### config.mk
export PLATFORM = sky130hd
export DESIGN_NAME = keypad_scanner
export DESIGN_NICKNAME = d
export VERILOG_FILES = /design/src/rtl/keypad_scanner.sv
export SDC_FILE = /design/constraint.sdc
export NUM_CORES = 1
export LEC_CHECK = 0
export CAP_MARGIN = 20
export CORE_MARGIN = 2
export CORE_UTILIZATION = 55
export CTS_BUF_LIST = sky130_fd_sc_hd__clkbuf_8
export DETAILED_ROUTE_END_ITERATION = 10
export MAX_ROUTING_LAYER = met4
export PLACE_DENSITY = 0.77
export SLEW_MARGIN = 20
export SYNTH_ARGS = -nofsm -noshare
export SYNTH_HDL_FRONTEND = slang
export SYNTH_SLANG_ARGS = --single-unit
### constraint.sdc
create_clock -name clk -period 2.63 [get_ports clk]
set_clock_uncertainty 0.05 [all_clocks]
set_input_delay 0.263 -clock clk [delete_from_list [all_inputs] [get_ports clk]]
set_output_delay 0.263 -clock clk [all_outputs]
set_load 0.02 [all_outputs]
### src/rtl/keypad_scanner.sv
// Scans a 4x4 active-low matrix keypad one column at a time. It debounces a single key
// and emits one one-cycle event per accepted press. A held key never repeats.
module keypad_scanner #(
  parameter int SCAN_DIV     = 8192,
  parameter int DEBOUNCE_CNT = 4
) (
  input  logic       clk,
  input  logic       rst,
  output logic [3:0] key_col,
  input  logic [3:0] key_row,
  output logic       o_key_valid,
  output logic [3:0] o_key_code,
  output logic       o_is_digit,
  output logic       o_key_held
);

  localparam int            CW       = (SCAN_DIV > 1) ? $clog2(SCAN_DIV) : 1;
  localparam int            DW       = $clog2(DEBOUNCE_CNT + 1);
  localparam logic [CW-1:0] CNT_LAST = CW'(SCAN_DIV - 1);
  localparam logic [DW-1:0] DEB_LAST = DW'(DEBOUNCE_CNT - 1);

  typedef enum logic [1:0] {
    ST_SCAN,
    ST_DEBOUNCE,
    ST_HELD
  } state_e;

  state_e        state_q, state_d;
  logic [3:0]    row_meta_q, row_sync_q;
  logic [CW-1:0] cnt_q;
  logic [1:0]    col_q, col_d;
  logic [1:0]    row_idx_q, row_idx_d;
  logic [DW-1:0] deb_cnt_q, deb_cnt_d;
  logic [DW-1:0] rel_cnt_q, rel_cnt_d;
  logic          valid_q, valid_d;
  logic [3:0]    code_q, code_d;
  logic          is_digit_q, is_digit_d;

  logic          sample;
  logic          rs_single;
  logic          rs_none;
  logic [1:0]    rs_idx;
  logic [3:0]    accept_code;

  function automatic logic [3:0] key_code(input logic [1:0] r, input logic [1:0] c);
    logic [3:0] code;
    code = 4'd0;
    case ({r, c})
      4'h0: code = 4'd1;
      4'h1: code = 4'd2;
      4'h2: code = 4'd3;
      4'h3: code = 4'd10;
      4'h4: code = 4'd4;
      4'h5: code = 4'd5;
      4'h6: code = 4'd6;
      4'h7: code = 4'd11;
      4'h8: code = 4'd7;
      4'h9: code = 4'd8;
      4'hA: code = 4'd9;
      4'hB: code = 4'd12;
      4'hC: code = 4'd14;
      4'hD: code = 4'd0;
      4'hE: code = 4'd15;
      default: code = 4'd13;
    endcase
    return code;
  endfunction

  // Rows are asynchronous to clk; every decision below looks only at row_sync_q.
  always_ff @(posedge clk) begin
    if (rst) begin
      row_meta_q <= 4'b1111;
      row_sync_q <= 4'b1111;
    end else begin
      row_meta_q <= key_row;
      row_sync_q <= row_meta_q;
    end
  end

  always_ff @(posedge clk) begin
    if (rst || cnt_q == CNT_LAST) begin
      cnt_q <= '0;
    end else begin
      cnt_q <= cnt_q + CW'(1);
    end
  end

  assign sample  = (cnt_q == CNT_LAST);
  assign rs_none = (row_sync_q == 4'b1111);

  always_comb begin
    rs_single = 1'b0;
    rs_idx    = 2'd0;
    case (row_sync_q)
      4'b1110: begin rs_single = 1'b1; rs_idx = 2'd0; end
      4'b1101: begin rs_single = 1'b1; rs_idx = 2'd1; end
      4'b1011: begin rs_single = 1'b1; rs_idx = 2'd2; end
      4'b0111: begin rs_single = 1'b1; rs_idx = 2'd3; end
      default: begin rs_single = 1'b0; rs_idx = 2'd0; end
    endcase
  end

  assign accept_code = key_code(row_idx_q, col_q);

  always_comb begin
    state_d    = state_q;
    col_d      = col_q;
    row_idx_d  = row_idx_q;
    deb_cnt_d  = deb_cnt_q;
    rel_cnt_d  = rel_cnt_q;
    valid_d    = 1'b0;
    code_d     = code_q;
    is_digit_d = is_digit_q;
    if (sample) begin
      case (state_q)
        ST_SCAN: begin
          if (rs_single) begin
            row_idx_d = rs_idx;
            deb_cnt_d = DW'(1);
            state_d   = ST_DEBOUNCE;
          end else begin
            col_d = col_q + 2'd1;
          end
        end
        ST_DEBOUNCE: begin
          if (rs_single && rs_idx == row_idx_q) begin
            if (deb_cnt_q == DEB_LAST) begin
              code_d     = accept_code;
              is_digit_d = (accept_code <= 4'd9);
              valid_d    = 1'b1;
              deb_cnt_d  = '0;
              state_d    = ST_HELD;
            end else begin
              deb_cnt_d = deb_cnt_q + DW'(1);
            end
          end else begin
            deb_cnt_d = '0;
            col_d     = col_q + 2'd1;
            state_d   = ST_SCAN;
          end
        end
        ST_HELD: begin
          // Only an all-released keypad counts toward release; anything else restarts it.
          if (rs_none) begin
            if (rel_cnt_q == DEB_LAST) begin
              rel_cnt_d = '0;
              col_d     = col_q + 2'd1;
              state_d   = ST_SCAN;
            end else begin
              rel_cnt_d = rel_cnt_q + DW'(1);
            end
          end else begin
            rel_cnt_d = '0;
          end
        end
        default: begin
          state_d = ST_SCAN;
        end
      endcase
    end
  end

  always_ff @(posedge clk) begin
    if (rst) begin
      state_q    <= ST_SCAN;
      col_q      <= 2'd0;
      row_idx_q  <= 2'd0;
      deb_cnt_q  <= '0;
      rel_cnt_q  <= '0;
      valid_q    <= 1'b0;
      code_q     <= 4'd0;
      is_digit_q <= 1'b1;
    end else begin
      state_q    <= state_d;
      col_q      <= col_d;
      row_idx_q  <= row_idx_d;
      deb_cnt_q  <= deb_cnt_d;
      rel_cnt_q  <= rel_cnt_d;
      valid_q    <= valid_d;
      code_q     <= code_d;
      is_digit_q <= is_digit_d;
    end
  end

  assign key_col     = ~(4'b0001 << col_q);
  assign o_key_valid = valid_q;
  assign o_key_code  = code_q;
  assign o_is_digit  = is_digit_q;
  assign o_key_held  = (state_q == ST_HELD);

endmodule

# Yosys cells after proc, flatten, opt, wreduce, memory -nomap -nowiden

Memories as Yosys holds them, arrays and structs flattened.
Cells that the tools add are included.

$add $sub $neg: 4
Order comparisons: 1
Equal/unequal tests: 17
Shift-type cells: 1
Muxes and demuxes: 20
Bitwise logic cells: 4
Reductions and logical operators: 13

Operators with widths:

| operator                                                                 | number |
|---|---|
| 2-bit two-way mux                                                        | 9 |
| 2-bit one-hot mux with 3 select lines                                    | 3 |
| 4-bit equality test (second input constant)                              | 4 |
| 3-bit two-way mux                                                        | 5 |
| 13-bit by 1-bit adder with 13-bit output (second input constant)         | 1 |
| 13-bit equality test (second input constant)                             | 1 |
| 4-bit OR reduction                                                       | 2 |
| 3-bit by 1-bit adder with 3-bit output (second input constant)           | 2 |
| 3-bit by 2-bit equality test with 1-bit output (second input constant)   | 2 |
| 2-bit inequality test (second input constant)                            | 3 |
| 3-bit one-hot mux with 2 select lines                                    | 1 |
| 3-bit AND reduction                                                      | 2 |
| 6-bit AND reduction                                                      | 1 |
| 5-bit AND reduction                                                      | 1 |
| 4-bit by 3-bit equality test with 1-bit output (second input constant)   | 1 |
| 4-bit less-or-equal comparator (second input constant)                   | 1 |
| 2-bit by 1-bit inequality test with 1-bit output (second input constant) | 2 |
| 4-bit NOT                                                                | 1 |
| 4-bit AND reduction                                                      | 1 |
| 1-bit by 2-bit left shift with 4-bit output (first input constant)       | 1 |
| 3-bit inequality test (second input constant)                            | 1 |
| 1-bit NOT                                                                | 3 |
| 3-bit nonzero test                                                       | 1 |
| 2-bit by 1-bit adder with 2-bit output (second input constant)           | 1 |
| other kinds (9)                                                          | 10 |

Register bits: 39
ROM bits: 64
Input bits: 6
Output and inout bits: 11
Word-level logic and storage cells: 72
Memories: 1

Memories:

| memory          | words | width | read ports | clocked after Yosys merged registers in | write ports | line | text |
|---|---|---|---|---|---|---|---|
| (no name shown) | 16    | 4     | 1          | 0                                       | 0           | 48   | `case ({r, c})` |

# Depth between registers and ports, before layout

Gate-level depths: netlist of run 1.

Word-level depth: 6
Mapped depth: 7
Gate-level depth less buffers: 7

# Worst setup path after synthesis of run 1

Ideal clock, no wire load.

Path kind: flip-flop to flip-flop
From: register rel_cnt_q[0]
To: register col_q[0]
Library setup time: 121 ps
Arrival: 1816 ps
Slack: 643 ps
Cell stages (with the launch flop): 6
Cells stage by stage: dfxtp_1 > ha_1 > or2b_1 > or3_1 > a221oi_1 > mux2_2

Longest elaborated chain between the ends: 3

Ends and longest elaborated chain:

| what                                                       | line | text |
|---|---|---|
| from (decl)                                                | 34   | `logic [DW-1:0] rel_cnt_q, rel_cnt_d;` |
| from (signal assigned)                                     | 178  | `rel_cnt_q <= rel_cnt_d;` |
| 3-bit by 2-bit equality test with 1-bit output             | 145  | `if (rel_cnt_q == DEB_LAST) begin` |
| 2-bit by 1-bit inequality test with 1-bit output (no line) | n/a  |  |
| 6-bit AND reduction (no line)                              | n/a  |  |
| to (signal assigned)                                       | 175  | `col_q <= col_d;` |
| to (decl)                                                  | 31   | `logic [1:0] col_q, col_d;` |

No other way between the ends.
A chain may end at the register's enable or synchronous reset.

# Final worst setup path of run 1

From: register row_sync_q[1]
To: register state_q[1]

Longest elaborated chain between the ends: 6
Elaborated cells between the ends (all ways): 16
Classes of those cells: eq/ne: 9; mux: 4; reduce/logical: 3

Ends and longest elaborated chain:

| what                                                                                   | line    | text |
|---|---|---|
| from (decl)                                                                            | 29      | `logic [3:0] row_meta_q, row_sync_q;` |
| from (signal assigned)                                                                 | 76      | `row_sync_q <= row_meta_q;` |
| 4-bit by 3-bit equality test with 1-bit output or 4-bit equality test (tied branches)  | 94      | `case (row_sync_q)` |
| 2-bit one-hot mux with 3 select lines or 4-bit OR reduction (tied branches)            | n/a     |  |
| 2-bit equality test or 1-bit two-way mux (tied branches)                               | 126, 94 |  |
| 1-bit logical AND                                                                      | 126     | `if (rs_single && rs_idx == row_idx_q) begin` |
| 3-bit inequality test (no line) or 2-bit two-way mux (tied branches)                   | n/a     |  |
| 5-bit AND reduction (no line) or 2-bit one-hot mux with 3 select lines (tied branches) | n/a     |  |
| to (signal assigned)                                                                   | 174     | `state_q <= state_d;` |
| to (decl)                                                                              | 28      | `state_e state_q, state_d;` |

Several ways; a longest one is shown, not always the timed one.

==> results of run 1 <==
layer usage:
metal  GRT usage  share of wire  vias to the layer above
met1       0.245           0.46                      713
li1            -              -                      770
met3      0.0429          0.039                        8
met2       0.326           0.47                       27
met4      0.0978          0.022                        0
met5           -              0                        -
where the power goes:
group | leakage [uW] | switching, uW | internal, uW
Combinational | 0.000511 | 34.8 | 29.9
Clock | 0.0000612 | 203 | 307
Sequential | 0.000317 | 11.8 | 601
through the flow:
stage | area (sq um) | total power (uW) | hold WS [ns] | setup WS, ns | util
3_5_place_dp | 2080 | 691 | 0.346 | 0.513 | 0.619
4_1_cts | 2200 | 1190 | 0.364 | 0.492 | 0.654
3_3_place_gp | 2080 | 690 | 0.343 | 0.541 | 0.619
5_1_grt | 2200 | 1230 | 0.373 | 0.342 | 0.654
2_1_floorplan | 1930 | 672 | 0.317 | 0.643 | -
6_report | 2200 | 1190 | 0.362 | 0.483 | 0.654
flip-flops by register name, indices dropped and copies added (netlist names):
register and cells:
cnt_q 13, o_key_code 4, row_meta_q 4, row_sync_q 4
deb_cnt_q 3, rel_cnt_q 3, col_q 2, row_idx_q 2
state_q 2, o_is_digit 1, o_key_valid 1
cell usage in the layout, fill, tap and decap left out, types with 3 or more instances in the layout:
| cell | synthesis | final |
|---|---|---|
| and3_1 | 6 | 6 |
| nand4_1 | 3 | 3 |
| ha_1 | 9 | 9 |
| inv_1 | 9 | 9 |
| o21ai_0 | 5 | 5 |
| nor3_1 | 3 | 3 |
| nor2b_1 | 6 | 6 |
| and2_1 | 3 | 3 |
| nor2_1 | 20 | 20 |
| dfxtp_1 | 39 | 39 |
| a21oi_1 | 8 | 8 |
| nand2_1 | 16 | 16 |
| clkdlybuf4s50_1 | 0 | 16 |
| xnor2_1 | 4 | 4 |
| mux2_2 | 3 | 3 |
| xor2_1 | 10 | 10 |
| or2_2 | 8 | 8 |
| a31oi_1 | 3 | 3 |
| nand2b_1 | 3 | 3 |
| nand3_1 | 11 | 11 |
| clkbuf_8 | 3 | 6 |
worst max path at each step:
stage          slack, ns  cells past startpoint                       to
2_1_floorplan       0.64                      5    col_q[0]$_SDFFE_PP0P_
5_1_grt             0.34                      5    col_q[0]$_SDFFE_PP0P_
6_report            0.48                      5  state_q[1]$_SDFFE_PP0P_
3_3_place_gp        0.54                      5  state_q[1]$_SDFFE_PP0P_
3_5_place_dp        0.51                      5    col_q[0]$_SDFFE_PP0P_
4_1_cts             0.49                      5  state_q[1]$_SDFFE_PP0P_
Yosys cell counts, types with 2 or more instances:
library cell  number
a211o_1            2
a211oi_1           2
a21oi_1            8
a31oi_1            3
and2_1             3
and2b_2            2
and3_1             6
and4_1             2
buf_6              2
clkbuf_1           2
clkbuf_8           3
dfxtp_1           39
ha_1               9
inv_1              9
mux2_2             3
mux2i_1            2
nand2_1           16
nand2b_1           3
nand3_1           11
nand3b_1           2
nand4_1            3
nor2_1            20
nor2b_1            6
nor3_1             3
nor3b_1            2
o211a_1            2
o211ai_1           2
o21ai_0            5
o22ai_1            2
or2_2              8
or3_1              2
xnor2_1            4
xor2_1            10
worst register-to-register path, cell delays in order, from the launching register on:
cell,delay (ns)
dfxtp_1,0.47
or3b_1,0.38
a211o_1,0.34
and2_1,0.17
or4_1,0.52
a31oi_1,0.16
logic make-up (layout without fill, tap and decap cells):
kind of cell / Yosys count / count (layout)
AOI/OAI and AO/OA: 33 / 33
xor gates and xnor gates: 14 / 14
DFF: 39 / 39
and+or+nand+nor: 95 / 95
buffers and inverters: 18 / 36
muxes: 5 / 5
adders and majority gates: 9 / 9
cell type report:
class / count / area (sq um)
fillers: 309 / 1160
inverters: 10 / 37.5
multi-input cells: 156 / 1030
well taps: 46 / 57.6
clock inverters: 2 / 35.0
repair buffers: 18 / 175
flip-flops and latches: 39 / 781
clock buffers: 6 / 82.6
==> impl_metrics.yaml, run 1 <==
synth:
  synth_top_family_by_area: "simple AND/OR/NAND/NOR gates"
  ys.flop_type: "dfxtp_1"
  synth_cell_types: 48
  ys_ff_latch: 39
  mappedNetlistArea_sq_um: 1930
  synthMuxAreaShare: 0.0279
  yosysTopAreaCell: "dfxtp_1"
  syn_inst: 213
  synth_area_leaders: "dfxtp_1 41%, ha_1 5.8%, xor2_1 4.5%"
  yosys.area_share.xor_xnor: 0.0636
  synth-simple-area-share: 0.268
  synth_top_area_share: 0.405
  synth_compound_area_frac: 0.117
  yosys_warnings: 0
  avgSynthCellArea_sq_um: 9.05
  synth_fp_nets: 228
  yosysSeqAreaShare: 0.405
  synth_edf_count: 0
  async_flop_share: 0
  synthAdderAreaFrac: 0.0584
timing:
  max_freq_mhz: 466
  tightest_slew_ns: 0.416
  post-route-min-period_ns: 2.15
  setup_viol: 0
  hold_viol_final: 0
  slew_violations: 0
  setup_tns_ns: 0
  rsz0062_at_grt: "false"
  slew_headroom: 0.723
  fin_crit_sh: 0.816
setup_path:
  r2r-end: "state_q[1]$_SDFFE_PP0P_"
  cp-end-kind: "flip-flop"
  crit_family: "simple AND/OR/NAND/NOR gates"
  cp.required_ns: 2.81
  r2r_setup_slack_ns: 0.48
  path_buf_inv: 0
  crit_arrival_ns: 2.32
  crit_path_max_fanout: 7
  crit_slowest_cell: "or4_1"
  r2r-start: "row_sync_q[1]$_SDFF_PP1_"
  reg2reg_depth: 5
  path_class: "reg -> reg"
  startpoint: "row_sync_q[1]$_SDFF_PP1_"
  critPathMaxStageDelay_ns: 0.52
  path_cells: "or3b_1, a211o_1, and2_1, or4_1, a31oi_1"
  crit_path_start_kind: "flip-flop"
die:
  die_h_microns: 63.2
  core_area_sq_um: 3360
  start_util: 0.573
  rows: 21
  die_x_microns: 63.2
  io_pins: 17
  die_area_sq_um: 3990
clock_tree:
  cts_tree: "yes"
  cts_setup_buffers: 0
  cts_buffers: 5
  clk_path_buf_depth: 2
  clk_pin_slew_ns: 0.07
  cts_root_buf: "clkbuf_8"
  cts_max_level: 2
  cts_hold_buffers: 0
  post_cts_resized: 0
  clkLatencyLatePin_ns: 0.29
  cts_num_sinks: 39
global_routing:
  grt_max_degree: 28
  track_usage: 0.203
  grt.overflow.total: 0
  grt_pass1_vias: 1422
  grt_pass1_wl_mm: 6.24
  antenna_found_initial: 0
place:
  routabilityCongestion: 0.875
  dp_hpwl_mm: 2.53
  dp.cells: 269
  portBuffers: 16
routing:
  drt_iter0_drc: 57
  first_pass_iters: 5
  wirelength_mm: 3.50
  wire_per_inst_microns: 12.6
  drc: 0
  ant_nets: 0
  viasPerCell: 5.48
  vias: 1518
layout:
  antennaDiodeCount: 0
  drive_gt1_frac: 0.117
  final_nets: 245
  final_cells: 277
  syn_to_final_growth_pct: 14.1
min_path:
  hold_start: "row_meta_q[1]$_SDFF_PP1_"
  hold_depth: 1
  min-delay-path-class: "reg -> reg"
  holdPathEnd: "row_sync_q[1]$_SDFF_PP1_"
run_status:
  status: "finished clean"
pwr:
  powerDensity_nw_per_um2: 540
  leakage_uw: 0.000889
  ir_drop_uv: 428
job:
  cap_viol_max_count: 0
No activity file was read; power rests on OpenSTA's default activity.
==> run 2, diff against run 1 <==
Clock period 2.63 ns to 2.2 ns, I/O delays scaled along.
==> impl_metrics.yaml, run 2 (same netlist as run 1, synthesis figures left out) <==
pwr:
  leakage_uw: 0.000920
  ir_drop_uv: 492
  powerDensity_nw_per_um2: 668
  finalPower_uw: 1500
die:
  die_h_microns: 63.2
  rows: 21
  die_x_microns: 63.2
  core_area_sq_um: 3360
  start_util: 0.573
  io_pins: 17
  die_area_sq_um: 3990
clock_tree:
  post_cts_resized: 0
  cts_setup_buffers: 0
  clk_path_buf_depth: 2
  cts_tree: "yes"
  cts_root_buf: "clkbuf_8"
  cts_max_level: 2
  clkLatencyLatePin_ns: 0.29
  cts_hold_buffers: 0
  cts_buffers: 5
  cts_num_sinks: 39
  clk_pin_slew_ns: 0.07
timing:
  slew_headroom: 0.763
  post-route-min-period_ns: 2.11
  max_freq_mhz: 474
  tightest_slew_ns: 0.355
  slew_violations: 0
  setup_tns_ns: 0
  setup_viol: 0
  fin_crit_sh: 0.959
  timing.hold.ws_ns: 0.360
  hold_viol_final: 0
  rsz0062_at_grt: "false"
  fin_ws_ns: 0.0910
run_status:
  status: "finished clean"
setup_path:
  path_buf_inv: 0
  path_class: "reg -> reg"
  crit_arrival_ns: 2.28
  crit_slowest_cell: "or4_1"
  crit_path_start_kind: "flip-flop"
  crit_family: "simple AND/OR/NAND/NOR gates"
  critPathMaxStageDelay_ns: 0.53
  cp-end-kind: "flip-flop"
  cp.required_ns: 2.37
  path_cells: "or3b_1, a211o_1, and2_1, or4_1, a31oi_1"
  crit_path_max_fanout: 7
layout:
  largest_reg_flops: 13
  final_area_sq_um: 2250
  num-fill-cells: 309
  final_nets: 249
  drive_gt1_frac: 0.136
  antennaDiodeCount: 0
  regMostFlops: "cnt_q"
  final_cell_mix: "38 x dfxtp_1, 20 x nor2_1, 16 x nand2_1, 16 x clkdlybuf4s50_1, 11 x nand3_1"
  syn_to_final_growth_pct: 16.8
  final_common_cell: "dfxtp_1"
place:
  place_area_sq_um: 2110
  dp_slack_ns: 0.0863
  dp_hpwl_mm: 2.46
  routabilityCongestion: 0.844
  portBuffers: 16
routing:
  vias: 1513
  first_pass_iters: 4
  drc: 0
  wire_per_inst_microns: 12.5
  wirelength_mm: 3.51
  ant_nets: 0
  drt_iter0_drc: 57
  viasPerCell: 5.38
job:
  cap_viol_max_count: 0
global_routing:
  grt_max_degree: 28
  grt_pass1_vias: 1381
  antenna_found_initial: 0
  grt.overflow.total: 0
  grt_pass1_wl_mm: 6.09
  track_usage: 0.198
min_path:
  min-delay-path-class: "reg -> reg"
[run 2: worst register-to-register path: stages, from the launching register on]
cell	delay (ns)
dfxtp_2	0.40
or3b_1	0.36
a211o_1	0.35
and2_1	0.18
or4_1	0.53
a31oi_1	0.17
[run 2: stage by stage]
stage / utilization / instances
final: 0.669 / 281
after global routing: 0.669 / 281
after CTS: 0.667 / 281
after detailed placement: 0.628 / 273
after global placement: 0.628 / 273
after floorplan: - / 213
[run 2: routing by layer]
metal,up-vias,share of wire,track usage
met2,45,0.44,0.298
met5,-,0,-
met3,9,0.058,0.0375
li1,774,-,-
met4,0,0.021,0.114
met1,685,0.48,0.250
[run 2: final timing paths]
| path | slack, ns | end | start | depth (start not counted) |
|---|---|---|---|---|
| hold reg to reg | 0.36 | row_sync_q[1]$_SDFF_PP1_ | row_meta_q[1]$_SDFF_PP1_ | 1 |
| hold / removal | 0.36 | row_sync_q[1]$_SDFF_PP1_ | row_meta_q[1]$_SDFF_PP1_ | 1 |
| setup / recovery | 0.09 | state_q[1]$_SDFFE_PP0P_ | row_sync_q[1]$_SDFF_PP1_ | 5 |
| setup reg to reg | 0.09 | state_q[1]$_SDFFE_PP0P_ | row_sync_q[1]$_SDFF_PP1_ | 5 |
[run 2: area by class of cell]
class / instances / area [sq um] / share of cell area
clock inverters: 3 / 63.8 / 0.0283
multi-input cells: 156 / 1040 / 0.460
inverters: 10 / 37.5 / 0.0167
well taps: 46 / 57.6 / 0.0256
clock buffers: 5 / 68.8 / 0.0306
repair buffers: 22 / 205 / 0.0912
flip-flops and latches: 39 / 782 / 0.347
[run 2: report_power, final]
group / total, uW / internal (uW) / switching (uW)
combinational: 81.9 / 38.2 / 43.7
sequential: 732 / 719 / 13.3
clock: 689 / 448 / 241
